### src/rtl/square_seq_if.sv
// Handshake bundle for square_seq.
//   master: operand producer / result consumer (drives in_value, in_valid, out_ready)
//   slave : square_seq itself (drives in_ready, out_value, out_valid, busy)
interface square_seq_if #(
  parameter int unsigned WIDTH = 32
);
  logic [WIDTH-1:0]   in_value;
  logic               in_valid;
  logic               in_ready;
  logic [2*WIDTH-1:0] out_value;
  logic               out_valid;
  logic               out_ready;
  logic               busy;

  modport master (
    output in_value, in_valid, out_ready,
    input  in_ready, out_value, out_valid, busy
  );

  modport slave (
    input  in_value, in_valid, out_ready,
    output in_ready, out_value, out_valid, busy
  );
endinterface

### src/rtl/square_seq.sv
// square_seq: sequential unsigned squarer, out_value = in_value * in_value,
// one multiplier bit per clock by shift-add.
//   clk   : rising-edge clock
//   rst_n : synchronous reset, active-low
//   bus   : square_seq_if.slave
//             in_value/in_valid/in_ready    operand handshake
//             out_value/out_valid/out_ready result handshake (2*WIDTH bits)
//             busy                          high in CALC or DONE
// Optional macro SQUARE_EARLY_EXIT_EN: leave CALC as soon as the remaining
// multiplier bits are zero (latency = max(1, bitlength(in_value))).
// Without it the latency is fixed at WIDTH cycles. Results are identical.
module square_seq #(
  parameter int unsigned WIDTH = 32
) (
  input logic         clk,
  input logic         rst_n,
  square_seq_if.slave bus
);

  localparam int unsigned CNT_W = (WIDTH > 1) ? $clog2(WIDTH) : 1;

  typedef enum logic [1:0] {
    IDLE = 2'd0,
    CALC = 2'd1,
    DONE = 2'd2
  } state_t;

  state_t             state_q,     state_d;
  logic [2*WIDTH-1:0] mcand_q,     mcand_d;
  logic [WIDTH-1:0]   mplr_q,      mplr_d;
  logic [2*WIDTH-1:0] acc_q,       acc_d;
  logic [CNT_W-1:0]   cnt_q,       cnt_d;
  logic [2*WIDTH-1:0] out_value_q, out_value_d;
  logic               out_valid_q, out_valid_d;

  logic [2*WIDTH-1:0] sum;
  logic [WIDTH-1:0]   mplr_shift;
  logic               last_step;

  always_comb begin
    sum        = mplr_q[0] ? (acc_q + mcand_q) : acc_q;
    mplr_shift = mplr_q >> 1;
`ifdef SQUARE_EARLY_EXIT_EN
    last_step  = (mplr_shift == '0);
`else
    last_step  = (cnt_q == CNT_W'(WIDTH - 1));
`endif

    state_d     = state_q;
    mcand_d     = mcand_q;
    mplr_d      = mplr_q;
    acc_d       = acc_q;
    cnt_d       = cnt_q;
    out_value_d = out_value_q;
    out_valid_d = out_valid_q;

    case (state_q)
      IDLE: begin
        if (bus.in_valid) begin
          mcand_d = {{WIDTH{1'b0}}, bus.in_value};
          mplr_d  = bus.in_value;
          acc_d   = '0;
          cnt_d   = '0;
          state_d = CALC;
        end
      end
      CALC: begin
        acc_d   = sum;
        mcand_d = mcand_q << 1;
        mplr_d  = mplr_shift;
        cnt_d   = cnt_q + CNT_W'(1);
        if (last_step) begin
          // final sum goes straight to the output register, not via acc
          out_value_d = sum;
          out_valid_d = 1'b1;
          state_d     = DONE;
        end
      end
      DONE: begin
        if (bus.out_ready) begin
          out_valid_d = 1'b0;
          state_d     = IDLE;
        end
      end
      default: state_d = IDLE;
    endcase
  end

  always_ff @(posedge clk) begin
    if (!rst_n) begin
      state_q     <= IDLE;
      mcand_q     <= '0;
      mplr_q      <= '0;
      acc_q       <= '0;
      cnt_q       <= '0;
      out_value_q <= '0;
      out_valid_q <= 1'b0;
    end else begin
      state_q     <= state_d;
      mcand_q     <= mcand_d;
      mplr_q      <= mplr_d;
      acc_q       <= acc_d;
      cnt_q       <= cnt_d;
      out_value_q <= out_value_d;
      out_valid_q <= out_valid_d;
    end
  end

  assign bus.in_ready  = (state_q == IDLE) && rst_n;
  assign bus.busy      = (state_q == CALC) || (state_q == DONE);
  assign bus.out_value = out_value_q;
  assign bus.out_valid = out_valid_q;

endmodule

### src/flat_wrapper.sv
// flat-port wrapper written by rule: the top's interface ports become plain ports
module square_seq_flat 
#(
  parameter int unsigned WIDTH = 32
)
  (clk, rst_n, bus_in_value, bus_in_valid, bus_out_ready, bus_in_ready, bus_out_value, bus_out_valid, bus_busy);
  square_seq_if #(.WIDTH(WIDTH)) bus_i ();
  input logic clk;
  input logic rst_n;
  input wire logic [$bits(bus_i.in_value)-1:0] bus_in_value;
  input wire logic [$bits(bus_i.in_valid)-1:0] bus_in_valid;
  input wire logic [$bits(bus_i.out_ready)-1:0] bus_out_ready;
  output wire logic [$bits(bus_i.in_ready)-1:0] bus_in_ready;
  output wire logic [$bits(bus_i.out_value)-1:0] bus_out_value;
  output wire logic [$bits(bus_i.out_valid)-1:0] bus_out_valid;
  output wire logic [$bits(bus_i.busy)-1:0] bus_busy;
  assign bus_i.in_value = bus_in_value;
  assign bus_i.in_valid = bus_in_valid;
  assign bus_i.out_ready = bus_out_ready;
  assign bus_in_ready = bus_i.in_ready;
  assign bus_out_value = bus_i.out_value;
  assign bus_out_valid = bus_i.out_valid;
  assign bus_busy = bus_i.busy;
  square_seq #(.WIDTH(WIDTH)) u_core (.clk(clk), .rst_n(rst_n), .bus(bus_i));
endmodule
### config.mk
export PLATFORM = sky130hd
export DESIGN_NAME = square_seq_flat
export DESIGN_NICKNAME = d
export VERILOG_FILES = /design/src/rtl/square_seq_if.sv /design/src/rtl/square_seq.sv /design/src/flat_wrapper.sv
export SDC_FILE = /design/constraint.sdc
export NUM_CORES = 1
export LEC_CHECK = 0
export ABC_AREA = 0
export ABC_CLOCK_PERIOD_IN_PS = 5950
export CAP_MARGIN = 40
export CORE_ASPECT_RATIO = 1.2
export CORE_MARGIN = 2
export CORE_UTILIZATION = 64
export DETAILED_ROUTE_END_ITERATION = 6
export PLACE_DENSITY = 0.86
export REMOVE_ABC_BUFFERS = 1
export SLEW_MARGIN = 20
export SYNTH_ARGS = -nofsm -noshare
export SYNTH_HDL_FRONTEND = slang
export SYNTH_SLANG_ARGS = --single-unit
### constraint.sdc
create_clock -name clk -period 5.95 [get_ports clk]
set_input_delay 0.8925 -clock clk [delete_from_list [all_inputs] [get_ports clk]]
set_output_delay 0.8925 -clock clk [all_outputs]
set_load 0.01 [all_outputs]
# Word-level counts from Yosys, hierarchy flattened
# Index checks and enable logic that the tools add are counted.
# word_totals
reg_bits,232
latchBits,0
ram_bits,0
rom_bits,0
in_bits,36
out_inout_bits,67
elab_cells,40
memories,0
# op_classes
n_addsub,2
mul,0
div_mod_pow,0
order_cmp,0
eq_ne,6
shifts,0
n_mux,16
n_bitwise,0
n_reduce_logical,9
# ops
op,n
64-bit case mux with 2 select lines,2
64-bit 2-to-1 mux,3
64-bit adder,1
32-bit case mux with 2 select lines,1
32-bit 2-to-1 mux,1
5-bit case mux with 2 select lines,1
2-bit 2-to-1 mux,3
2-bit case mux with 3 select lines,1
3-bit AND reduction,2
5-bit by 1-bit adder with 5-bit output (second input constant),1
5-bit == test (second input constant),1
5-bit 2-to-1 mux,1
2-bit != test (second input constant),2
2-bit AND reduction,2
2-bit nonzero test,2
2-bit by 1-bit == test with 1-bit output (second input constant),1
2-bit == test (second input constant),1
2-bit zero test,1
1-bit 2-to-1 mux,2
2-bit by 1-bit != test with 1-bit output (second input constant),1
1-bit case mux with 2 select lines,1
1-bit logical AND,1
1-bit logical OR,1

# Logic depth before layout (Yosys ltp)
# depth
ltp_word,3
mapped_depth,13
depth_no_buf,13

# Worst setup path before layout
# OpenSTA, ideal clock, no wires.
# synth_path
path_type,reg-to-reg
startpoint,reg u_core.mcand_q[0]
endpoint,"reg u_core.out_value_q[60], in the netlist u_core.bus.out_value[60]"
setup_ns,0.103
arrival_time_ns,2.616
t_required_ns,5.847
setup_slack_ns,3.231
stages_incl_launch_ff,14
path_buffers,0
period_less_slack_ns,2.719
path_cell_list,dfxtp_1 ha_1 inv_1 fa_1 nor2b_1 o31a_1 o31a_2 o211ai_2 a211oi_2 o21ai_2 o31ai_4 a21oi_1 xor2_1 a2111oi_2
# synth_via
elab_chain_cells,2
# synth_rtl
item,line_no,rtl
start: declaration,square_seq.sv:29,"logic [2*WIDTH-1:0] mcand_q, mcand_d;"
start signal: assignment,square_seq.sv:100,mcand_q <= mcand_d;
64-bit adder,square_seq.sv:41,sum = mplr_q[0] ? (acc_q + mcand_q) : acc_q;
64-bit 2-to-1 mux,square_seq.sv:41,
end signal: assignment,square_seq.sv:104,out_value_q <= out_value_d;
end: declaration,square_seq.sv:33,"logic [2*WIDTH-1:0] out_value_q, out_value_d;"
# No other way between the ends.
# A chain may end at the register's enable or synchronous reset.

# Final worst setup path
# layout_path
startpoint,in bus_in_valid
endpoint,reg u_core.acc_q[46]
# layout_via
elab_chain_cells,2
# layout_rtl
item,line_no,rtl
start: declaration,flat_wrapper.sv:11,input wire logic [$bits(bus_i.in_valid)-1:0] bus_in_valid;
2-bit != test (no source line),--,
2-bit AND reduction (no source line),--,
end signal: assignment,square_seq.sv:94,acc_q <= '0;
end signal: assignment,square_seq.sv:102,acc_q <= acc_d;
end: declaration,square_seq.sv:31,"logic [2*WIDTH-1:0] acc_q, acc_d;"
# No other way between the ends.

==> flow_summary_export.csv <==
group,metric,value,unit
critical_path,critPathMostFrequentCell,"buf_4",
sta,finClkSkew,15.2,ps
critical_path,path_cells,"clkdlybuf4s50_1, nand2b_1, a21boi_4, buf_4, o21ai_2, buf_4, and2_1, a22o_1",
clock_network,post_cts_resized,0,
sta,period_share,59.3,%
critical_path,worstPathMaxFanout,60,
finish,fin_area,0.0149,mm²
sta,worstMarginPinSlew,865,ps
die,rows,57,
clock_network,htreeDepth,1,
die,die_w,134,µm
sta,max_freq,0.283,GHz
synthesis,synth_top_cell_by_area,"dfxtp_1",
clock_network,cts_tree,"done",
sta,setup_violations,0,
drt,drtPass1Iterations,6,
global_route,grt_pass1_wl,58500,µm
sta,whs,458,ps
sta,finalHoldViolCount,0,
run,drv_cap,0,
critical_path,cp-end-kind,"flop",
placement,hpwl,24700,µm
drt,viasPerCell,6.42,
outcome,status,"finished, final reports clean",
placement,postPlaceCellArea,0.0141,mm²
clock_network,numCtsBuffers,24,
synthesis,synth_edf_count,0,
critical_path,cp.required,6360,ps
clock_network,root_buffer,"clkbuf_16",
drt,wire_per_inst,18.9,µm
synthesis,ys_seq_area_share,35.7,%
synthesis,ys_warn_count,0,
power,power_density,248,mW/mm²
drt,wirelength,36300,µm
clock_network,insertion_delay,530,ps
worst_hold_path,hold_class,"reg2reg",
synthesis,synthDistinctLibCells,82,
clock_network,path_clk_slew,60,ps
power,total_power,3.69,mW
die,die_y,160,µm
die,start_util,64.6,%
synthesis,async_reset_ff_share,0,%
power,leakage,5.99,nW
drt,drtIter0Drc,824,
critical_path,critPathKind,"in2reg",
synthesis,yosys-top-cells-area,"dfxtp_1, ha_1, nor2_1",
sta,fin_crit,3530,ps
critical_path,crit_arrival,3940,ps
critical_path,max_stage_delay,640,ps
global_route,antenna_found_initial,0,
placement,gp_congestion,0.963,
clock_network,postCtsSetupRepairBufs,0,
drt,vias,12300,
synthesis,synth_area,0.0130,mm²
clock_network,cts_max_path_buffers,3,
power,vdd_ir_drop_max,0.246,mV
critical_path,cp-start-kind,"input port",
sta,slew_headroom,42.2,%
drt,drcViolationCount,0,
critical_path,critPathBufInv,3,
die,num_io_pins,103,
finish,layout-drive-gt1-share,5.57,%
clock_network,cts_sinks,232,
synthesis,synth_top_area_share,35.7,%
synthesis,synth_cells,1613,
global_route,grt_max_degree,109,
clock_network,ctsHoldBuffers,0,
die,core-area,0.0201,mm²
finish,nets,1742,
die,die_area,0.0215,mm²
drt,ant_nets,0,
sta,rsz0062_at_grt,"no",
global_route,track_usage,33.0,%
global_route,grt_pass1_vias,11900,
finish,syn2layout_area_growth,14.5,%
global_route,grt_remaining_overflow,0,
synthesis,synth_top_flop_cell,"dfxtp_1",
synthesis,postSynthAreaPerCell,8.06,µm²
critical_path,crit_slowest_cell,"clkdlybuf4s50_1",
placement,io_buffers,102,
finish,num_antenna_cells,0,
critical_path,cp_top_family,"buffers and inverters",
sta,slew_violations,0,
synthesis,ys_ff_latch,232,
==> path summary, 6_finish.rpt <==
kind	endpoint	cells past startpoint	startpoint	slack, ps
setup / recovery	u_core.acc_q[46]	8	bus_in_valid	2420
hold / removal	u_core.bus.out_value[38]	2	u_core.bus.out_value[38]	460
setup reg to reg	u_core.bus.out_value[61]	11	u_core.mcand_q[9]	2480
hold reg to reg	u_core.bus.out_value[38]	2	u_core.bus.out_value[38]	460
==> cells in the mapped netlist (5+ instances only) <==
cell      number
nor2b_1       35
nand3_1       24
o21bai_1      16
mux2i_1       26
a41oi_1        6
nand2_1       94
buf_1         13
ha_1          68
dfxtp_1      232
o21ai_0       72
nand2b_1      13
and2_1         5
xnor2_1       23
a22oi_1       60
o211ai_1       7
nor3_1        83
nand4_1       18
inv_1         27
a21oi_1      144
and3_1        12
a22o_1        10
a21boi_0       5
nor4_1         5
a211oi_1      90
o21a_1         6
xor2_1        29
nor2_1       226
buf_2          9
clkbuf_1      97
or3_1          8
o31ai_1        6
a21o_1        53
a31oi_1       11
==> metal layers <==
| layer | GRT usage [%] | up-vias | routed length [µm] |
|---|---|---|---|
| li1 | - | 5938 | - |
| met2 | 61.0 | 370 | 18800 |
| met5 | 0 | - | 0 |
| met3 | 3.97 | 77 | 1810 |
| met4 | 12.7 | 0 | 1170 |
| met1 | 38.4 | 5938 | 14500 |
==> per-stage QoR <==
stage                     TNS, ps  std cells  util, %  setup WS (ps)
after floorplan           -329670       1494        -          -2780
final                           0       1918     74.0           2420
after global placement          0       1873     69.8           1930
after detailed placement        0       1875     70.0           1890
after CTS                       0       1917     73.9           2390
after global routing            0       1918     74.0           2250
==> final cells by class <==
class | count | area (µm²)
clock inverter | 9 | 81.3
sequential | 232 | 4650
fill | 1591 | 5230
inverter | 28 | 110
timing repair buffer | 117 | 1180
multi-input combinational | 1234 | 7830
tap | 265 | 332
clock buffer | 33 | 706
==> where the power goes <==
part           total, mW  switching, mW  internal [mW]
Sequential          1.67         0.0584           1.61
Clock               1.51          0.633          0.873
Combinational      0.506          0.332          0.174
Total               3.69           1.02           2.66
==> sequential cells by signal (all words and copies together) (netlist names) <==
signal and count:
u_core.mplr_q 32, u_core.acc_q 64, u_core.bus.out_value 64, u_core.cnt_q 5, u_core.mcand_q 64, u_core.state_q 2
u_core.bus.out_valid 1
==> logic make-up (layout without fill, tap and decap cells) <==
kind of cell | after synthesis | after routing | synth area share [%]
AOI/OAI and AO/OA | 549 | 549 | 28.6
and+or+nand+nor | 538 | 538 | 19.1
DFF | 232 | 232 | 35.7
buffers and inverters | 147 | 187 | 4.33
adders and majority gates | 69 | 69 | 6.70
xor gates and xnor gates | 52 | 52 | 3.51
muxes | 26 | 26 | 2.00
==> tightest hold or removal path: cells and delay by family, from the launching register on <==
| family | cells | cell delay (ps) |
|---|---|---|
| flops | 1 | 310 |
| simple gates | 1 | 50 |
| compound gates | 1 | 50 |
==> cells in the final DEF, fill, tap and decap left out, types with 23 or more instances in the layout <==
master / count
a21oi_1: 144
xnor2_1: 23
dfxtp_1: 231
nand3_1: 24
mux2i_1: 26
a211oi_1: 90
a21o_1: 53
a22oi_1: 60
nor2_1: 226
xor2_1: 29
clkbuf_16: 25
ha_1: 67
inv_1: 26
nor2b_1: 35
clkdlybuf4s50_1: 102
o21ai_0: 71
nor3_1: 83
nand2_1: 94
(Power assumes the default switching activity.)
